**config.mk**
```make
export PLATFORM = sky130hd
export DESIGN_NAME = hazard_fwd_unit
export DESIGN_NICKNAME = d
export VERILOG_FILES = /design/src/rtl/hazard_fwd_unit.sv
export SDC_FILE = /design/constraint.sdc
export NUM_CORES = 1
export LEC_CHECK = 0
export ABC_AREA = 1
export BUFFER_PORTS_ARGS = -buffer_cell sky130_fd_sc_hd__buf_2
export CAP_MARGIN = 20
export CELL_PAD_IN_SITES_DETAIL_PLACEMENT = 0
export CELL_PAD_IN_SITES_GLOBAL_PLACEMENT = 2
export CORE_AREA = 10 10 91 93
export CTS_CLUSTER_DIAMETER = 200
export CTS_CLUSTER_SIZE = 16
export DETAILED_ROUTE_END_ITERATION = 7
export DIE_AREA = 0 0 101 103
export PLACE_DENSITY_LB_ADDON = 0.05
export SYNTH_ARGS = -nofsm -noshare
export SYNTH_HDL_FRONTEND = slang
export SYNTH_SLANG_ARGS = --single-unit
```
**constraint.sdc**
```tcl
create_clock -name clk -period 2.25 [get_ports clk]
set_clock_uncertainty 0.15 [all_clocks]
set_input_delay 0.45 -clock clk [delete_from_list [all_inputs] [get_ports clk]]
set_output_delay 0.45 -clock clk [all_outputs]
set_load 0.01 [all_outputs]
```
**src/rtl/hazard_fwd_unit.sv**
```systemverilog
// Load-use / RAW hazard detection and EX operand forwarding for a 5-stage pipe; HAZARD_FORWARD_EN selects forwarding, else full interlock.
// Latency: stall/bubble_ex/forwardA/B combinational from tracked records; stall holds the front end, flush overrides it.
module hazard_fwd_unit (
  input  logic        clk,
  input  logic        rst_n,
  input  logic        id_valid,
  input  logic [2:0]  id_rs,
  input  logic [2:0]  id_rt,
  input  logic        id_rs_used,
  input  logic        id_rt_used,
  input  logic [2:0]  id_rd,
  input  logic        id_reg_write,
  input  logic        id_mem_read,
  input  logic        flush,
  output logic [1:0]  forwardA,
  output logic [1:0]  forwardB,
  output logic        stall,
  output logic        bubble_ex,
  output logic [15:0] stall_count
);

  typedef struct packed {
    logic       valid;
    logic [2:0] rs;
    logic       rs_used;
    logic [2:0] rt;
    logic       rt_used;
    logic [2:0] rd;
    logic       reg_write;
    logic       mem_read;
  } rec_t;

  rec_t id_rec, ex_q, mem_q, wb_q;
  logic hazard;
  logic unused_bits;

  always_comb begin
    id_rec           = '0;
    id_rec.valid     = id_valid;
    id_rec.rs        = id_rs;
    id_rec.rs_used   = id_rs_used;
    id_rec.rt        = id_rt;
    id_rec.rt_used   = id_rt_used;
    id_rec.rd        = id_rd;
    id_rec.reg_write = id_reg_write;
    id_rec.mem_read  = id_mem_read;
  end

  // True when the ID instruction reads a register that producer p will write.
  function automatic logic src_hit(input rec_t p, input logic [2:0] rs, input logic rs_used,
                                   input logic [2:0] rt, input logic rt_used);
    return p.valid & p.reg_write & ((rs_used & (rs == p.rd)) | (rt_used & (rt == p.rd)));
  endfunction

`ifdef HAZARD_FORWARD_EN
  function automatic logic [1:0] fwd_sel(input rec_t e, input logic used, input logic [2:0] r,
                                         input rec_t m, input rec_t w);
    logic [1:0] sel;
    sel = 2'b00;
    if (e.valid && used && m.valid && m.reg_write && !m.mem_read && (r == m.rd))
      sel = 2'b10;
    else if (e.valid && used && w.valid && w.reg_write && (r == w.rd))
      sel = 2'b01;
    return sel;
  endfunction

  // Only a load sitting in EX cannot be forwarded in time.
  assign hazard   = id_valid & ex_q.mem_read & src_hit(ex_q, id_rs, id_rs_used, id_rt, id_rt_used);
  assign forwardA = fwd_sel(ex_q, ex_q.rs_used, ex_q.rs, mem_q, wb_q);
  assign forwardB = fwd_sel(ex_q, ex_q.rt_used, ex_q.rt, mem_q, wb_q);
`else
  // No bypass paths: wait until the producer has retired from WB.
  assign hazard   = id_valid & (src_hit(ex_q,  id_rs, id_rs_used, id_rt, id_rt_used) |
                                src_hit(mem_q, id_rs, id_rs_used, id_rt, id_rt_used) |
                                src_hit(wb_q,  id_rs, id_rs_used, id_rt, id_rt_used));
  assign forwardA = 2'b00;
  assign forwardB = 2'b00;
`endif

  assign stall     = hazard & ~flush;
  assign bubble_ex = rst_n & (stall | flush);

  // Record fields not consulted in every build configuration.
  assign unused_bits = ^{ex_q, mem_q, wb_q};

  always_ff @(posedge clk or negedge rst_n) begin
    if (!rst_n) begin
      ex_q  <= '0;
      mem_q <= '0;
      wb_q  <= '0;
    end else begin
      ex_q  <= (stall || flush) ? '0 : id_rec;
      mem_q <= flush ? '0 : ex_q;
      wb_q  <= mem_q;
    end
  end

  always_ff @(posedge clk or negedge rst_n) begin
    if (!rst_n)
      stall_count <= '0;
    else if (stall && (stall_count != 16'hFFFF))
      stall_count <= stall_count + 16'd1;
  end

endmodule
```
# [Word level (Yosys, flattened, before mapping)]
# Cells that the tools add are included.
[totals] wordCells=49 register_bits=40 in_bits=17
[op_classes] muxes=2 reduce_logical=2 eq_ne=7 n_bitwise=22 add_sub_neg=1
[op_table] operator="$mux 14" n=2
[op_table] operator="$eq 3x3->1" n=6
[op_table] operator="$add 16x1->16 const B" n=1
[op_table] operator="$ne 16x16->1 const B" n=1
[op_table] operator="$and 1x1->1" n=15
[op_table] operator="$or 1x1->1" n=6
[op_table] operator="$logic_and 1x1->1" n=1
[op_table] operator="$logic_or 1x1->1" n=1
[op_table] operator="$not 1->1" n=1

# [Logic depth before layout (Yosys ltp)]
[logic_depth] word_depth=10 mapped_depth=13 ltp_nobuf=12

# [Worst setup path after synthesis]
# OpenSTA, ideal clock, no wires.
[synth_timing] path_kind="input to output" from="input id_rt[2]" to="output bubble_ex" arrival_ns=1.293 path_buffers=0 slack_ns=0.357 cell_stages=10 path_cell_list="inv_1 -> nand2_1 -> nand2_1 -> nor2_1 -> nand2_1 -> nand2_1 -> nand2_1 -> nand3_2 -> nand2_1 -> a21boi_0"
[synth_between] elab_chain_len=10 word_cells_on_any_way=18 cone_classes="eq/ne: 3; bitwise: 15"
[synth_rtl] element="start: declaration" line_no="8" rtl="input logic [2:0] id_rt,"
[synth_rtl] element="$eq 3x3->1" line_no="52" rtl="return p.valid & p.reg_write & ((rs_used & (rs == p.rd)) | (rt_used & (rt == p.rd)));"
[synth_rtl] element="$and 1x1->1" line_no="52"
[synth_rtl] element="$or 1x1->1" line_no="52"
[synth_rtl] element="$and 1x1->1" line_no="52"
[synth_rtl] element="$or 1x1->1" line_no="73" rtl="assign hazard = id_valid & (src_hit(ex_q, id_rs, id_rs_used, id_rt, id_rt_used) |"
[synth_rtl] element="$or 1x1->1 (*)" line_no="74" rtl="src_hit(mem_q, id_rs, id_rs_used, id_rt, id_rt_used) |"
[synth_rtl] element="$and 1x1->1 (*)" line_no="73"
[synth_rtl] element="$and 1x1->1 (*)" line_no="80" rtl="assign stall = hazard & ~flush;"
[synth_rtl] element="$or 1x1->1 (*)" line_no="81" rtl="assign bubble_ex = rst_n & (stall | flush);"
[synth_rtl] element="$and 1x1->1 (*)" line_no="81"
[synth_rtl] element="end: declaration" line_no="18" rtl="output logic bubble_ex,"
# Every way passes the cells marked *; elsewhere a longest branch is shown, timed or not.

# [Worst setup path in the final report]
[layout_timing] from="register mem_q[4] (netlist name)" to="output bubble_ex"
[layout_between] elab_chain_len=10 word_cells_on_any_way=12 cone_classes="eq/ne: 2; bitwise: 10"
[layout_rtl] element="start: declaration" line_no="33" rtl="rec_t id_rec, ex_q, mem_q, wb_q;"
[layout_rtl] element="start signal: assignment" line_no="93" rtl="mem_q <= flush ? '0 : ex_q;"
[layout_rtl] element="$eq 3x3->1" line_no="52"
[layout_rtl] element="$and 1x1->1" line_no="52"
[layout_rtl] element="$or 1x1->1 (*)" line_no="52"
[layout_rtl] element="$and 1x1->1 (*)" line_no="52"
[layout_rtl] element="$or 1x1->1 (*)" line_no="73"
[layout_rtl] element="$or 1x1->1 (*)" line_no="74"
[layout_rtl] element="$and 1x1->1 (*)" line_no="73"
[layout_rtl] element="$and 1x1->1 (*)" line_no="80"
[layout_rtl] element="$or 1x1->1 (*)" line_no="81"
[layout_rtl] element="$and 1x1->1 (*)" line_no="81"
# Marked as above.

==> results.py <==
metrics = {
    "floorplanning": {
        "std_cell_rows": 30,
        "die_area_sq_um": 10400,
        "die_h_microns": 103,
        "ios": 39,
        "initial_utilization_pct": 28.13,
        "core_sq_um": 6569,
        "die_w_microns": 101,
    },
    "clocking": {
        "cts_made_buffers": 5,
        "cts_tree": "yes",
        "root_buffer": "clkbuf_8",
        "clkTransAtPathRegs_ps": 70,
        "cts.sinks": 31,
        "htreeDepth": 2,
        "cts.path.max_buffers": 2,
        "cts-hold-fix-buffers": 0,
        "clk_latency_ps": 280,
    },
    "yosys": {
        "muxShareOfSynthArea_pct": 0,
        "synthesis.area_sq_um": 1848,
        "synth_top_area_share_pct": 41.98,
        "synthSimpleGateAreaFrac_pct": 39.88,
        "yosysMostFrequentCell": "nand2_1",
        "synth_common_cells": "121 x nand2_1, 37 x inv_1, 35 x nor2_1",
        "ys_seq_area_share_pct": 41.98,
        "synth-edff-count": 0,
        "ys_warn_count": 0,
        "synth.avg_cell_area_sq_um": 6.870,
        "ys_async_sr_fraction_pct": 100.0,
        "syn-instance-count": 269,
        "synth_fa_ha_area_share_pct": 0.6770,
        "synth_flop_cell": "dfrtp_1",
        "synth_cell_type_count": 23,
        "synth_compound_area_share_pct": 0.6770,
        "yosysTopAreaCell": "dfrtp_1",
        "synth_xor_area_share_pct": 6.161,
        "synth_top_family_by_area": "simple AND/OR/NAND/NOR gates",
        "synth_seq_cells": 31,
        "synth.area.top_cells": "dfrtp_1 42%, nand2_1 25%, inv_1 7.5%",
    },
    "sta": {
        "setup-violations-final": 0,
        "tns_ps": 0,
        "grt_setup_unrepaired": "true",
        "slew_viol_final": 0,
        "fmax_mhz": 462.7,
        "min_period_ps": 2161,
        "hold_viol": 0,
        "timing.final.crit_share_pct": 96.06,
    },
    "critical_path": {
        "cp_data_arrival_time_ps": 1560,
        "worst_setup_path_end_kind": "primary output",
        "worstPathMaxFanout": 5,
        "path_class": "flop to primary output",
        "cp.required_ps": 1650,
        "critPathLaunchType": "flop",
        "r2r_slack_ps": 290,
    },
    "pwr": {
        "p_total_mw": 1.287,
        "power_density_nw_per_um2": 553.0,
        "leakagePower_nw": 1.345,
        "vdd_ir_drop_max_uv": 186.1,
    },
    "finish": {
        "nFillCells": 732,
        "syn2layout_area_growth_pct": 25.93,
        "fin_nets": 334,
        "drive_gt1_share_pct": 24.29,
        "antenna_cells": 0,
    },
    "global_routing": {
        "antenna_found_initial": 0,
        "grt_pass1_vias": 1626,
        "grt-ovfl-total": 0,
        "grt_usage_pct": 9.739,
        "grt_max_degree": 32,
        "grt_first_pass_wirelength_microns": 7935,
    },
    "detailed_routing": {
        "ant_nets": 0,
        "routedWlPerCell_microns": 12.04,
        "drtIter0Drc": 38,
        "vias": 1638,
        "drcViolationCount": 0,
        "first_pass_iters": 4,
        "wl_microns": 4781,
        "via_per_inst": 4.126,
    },
    "hold_path": {
        "min-delay-path-class": "primary input to asynchronous set/reset pin",
    },
    "placed_design": {
        "gp_congestion": 0.7117,
        "dp_hpwl_microns": 3611,
        "portBuffers": 33,
    },
    "flow_run": {
        "max_cap_viol_count": 0,
    },
    "outcome": {
        "status": "finished clean",
    },
}
## per-layer routing
layer	up-vias	global-route usage [%]	part of all wire (%)	wire, microns
li1	877	-	-	-
met3	6	2.413	3.6	174
met4	0	3.537	1.4	65
met5	-	0	0	0
met1	732	11.15	42	2008
met2	23	17.15	53	2533
## layout by cell type, fill, tap and decap left out, types with 6 or more instances in the layout
| cell | n |
|---|---|
| buf_2 | 32 |
| buf_4 | 9 |
| clkbuf_8 | 6 |
| dfrtp_1 | 31 |
| inv_1 | 33 |
| inv_2 | 6 |
| nand2_1 | 113 |
| nand2_2 | 8 |
| nor2_1 | 31 |
| xor2_1 | 9 |
## timing repair
item | 4_1_cts | 5_1_grt
resized for setup | 3 | 16
cloned | 0 | 0
setup buffers | 1 | 3
pin swaps | 3 | 1
endpoints found under the setup margin | 1 | 2
## area by class of cell
| cell class | instances | area, sq um | area share (%) |
|---|---|---|---|
| clock inverters | 2 | 35.03 | 1.505 |
| flip-flops and latches | 31 | 775.7 | 33.33 |
| well taps | 80 | 100.1 | 4.301 |
| multi-input cells | 196 | 928.4 | 39.89 |
| repair buffers | 43 | 259.0 | 11.13 |
| inverters | 39 | 146.4 | 6.290 |
| clock buffers | 6 | 82.58 | 3.548 |
## sequential cells by signal, summed over array words and instances, names as in the netlist
register and count:
wb_q 5, stall_count 16, ex_q 5, mem_q 5
## worst paths after layout
path                       cells past startpoint          startpoint                          end
setup reg to reg                              15  mem_q[2]$_DFF_PN0_   stall_count[9]$_DFFE_PN0P_
hold reg to reg                                0  mem_q[1]$_DFF_PN0_            wb_q[1]$_DFF_PN0_
max in group asynchronous                      2               rst_n  stall_count[13]$_DFFE_PN0P_
hold / removal                                 2               rst_n           mem_q[1]$_DFF_PN0_
min in group clk                               3            id_rd[2]            ex_q[4]$_DFF_PN0_
setup / recovery                              11  mem_q[4]$_DFF_PN0_                    bubble_ex
## through the flow
stage          hold slack [ps]  util, %  area (sq um)  std cells  setup WS (ps)
2_1_floorplan            4.409        -          1859        272          356.5
3_3_place_gp             207.4    32.51          2136        385          53.79
3_5_place_dp             210.2    32.51          2136        385          46.86
4_1_cts                  79.67    34.50          2266        394          6.650
5_1_grt                  100.5    35.43          2327        397         -100.5
6_report                 60.56    35.43          2327        397          88.67
## critical path: stages (launching register included)
cell      delay, ps
dfrtp_1         400
inv_1            50
nand2_1          50
nand2_1          70
nor2_2          110
nand2_1          60
nand2_2          60
nand2_2          60
nand3_4         110
nand2_2          60
a21boi_1        110
buf_2           140
## power by group
part / switching (mW) / internal (mW)
logic: 0.0786 / 0.0448
registers: 0.0121 / 0.573
clock network: 0.220 / 0.358
total: 0.311 / 0.976
## logic make-up after synthesis
| group | Yosys count |
|---|---|
| AOI/OAI and AO/OA | 2 |
| DFF | 31 |
| adders and majority gates | 1 |
| and+or+nand+nor | 176 |
| other | 1 |
| xor gates and xnor gates | 13 |
| buffers and inverters | 45 |
Note: power is estimated with default switching activity, not from simulation.
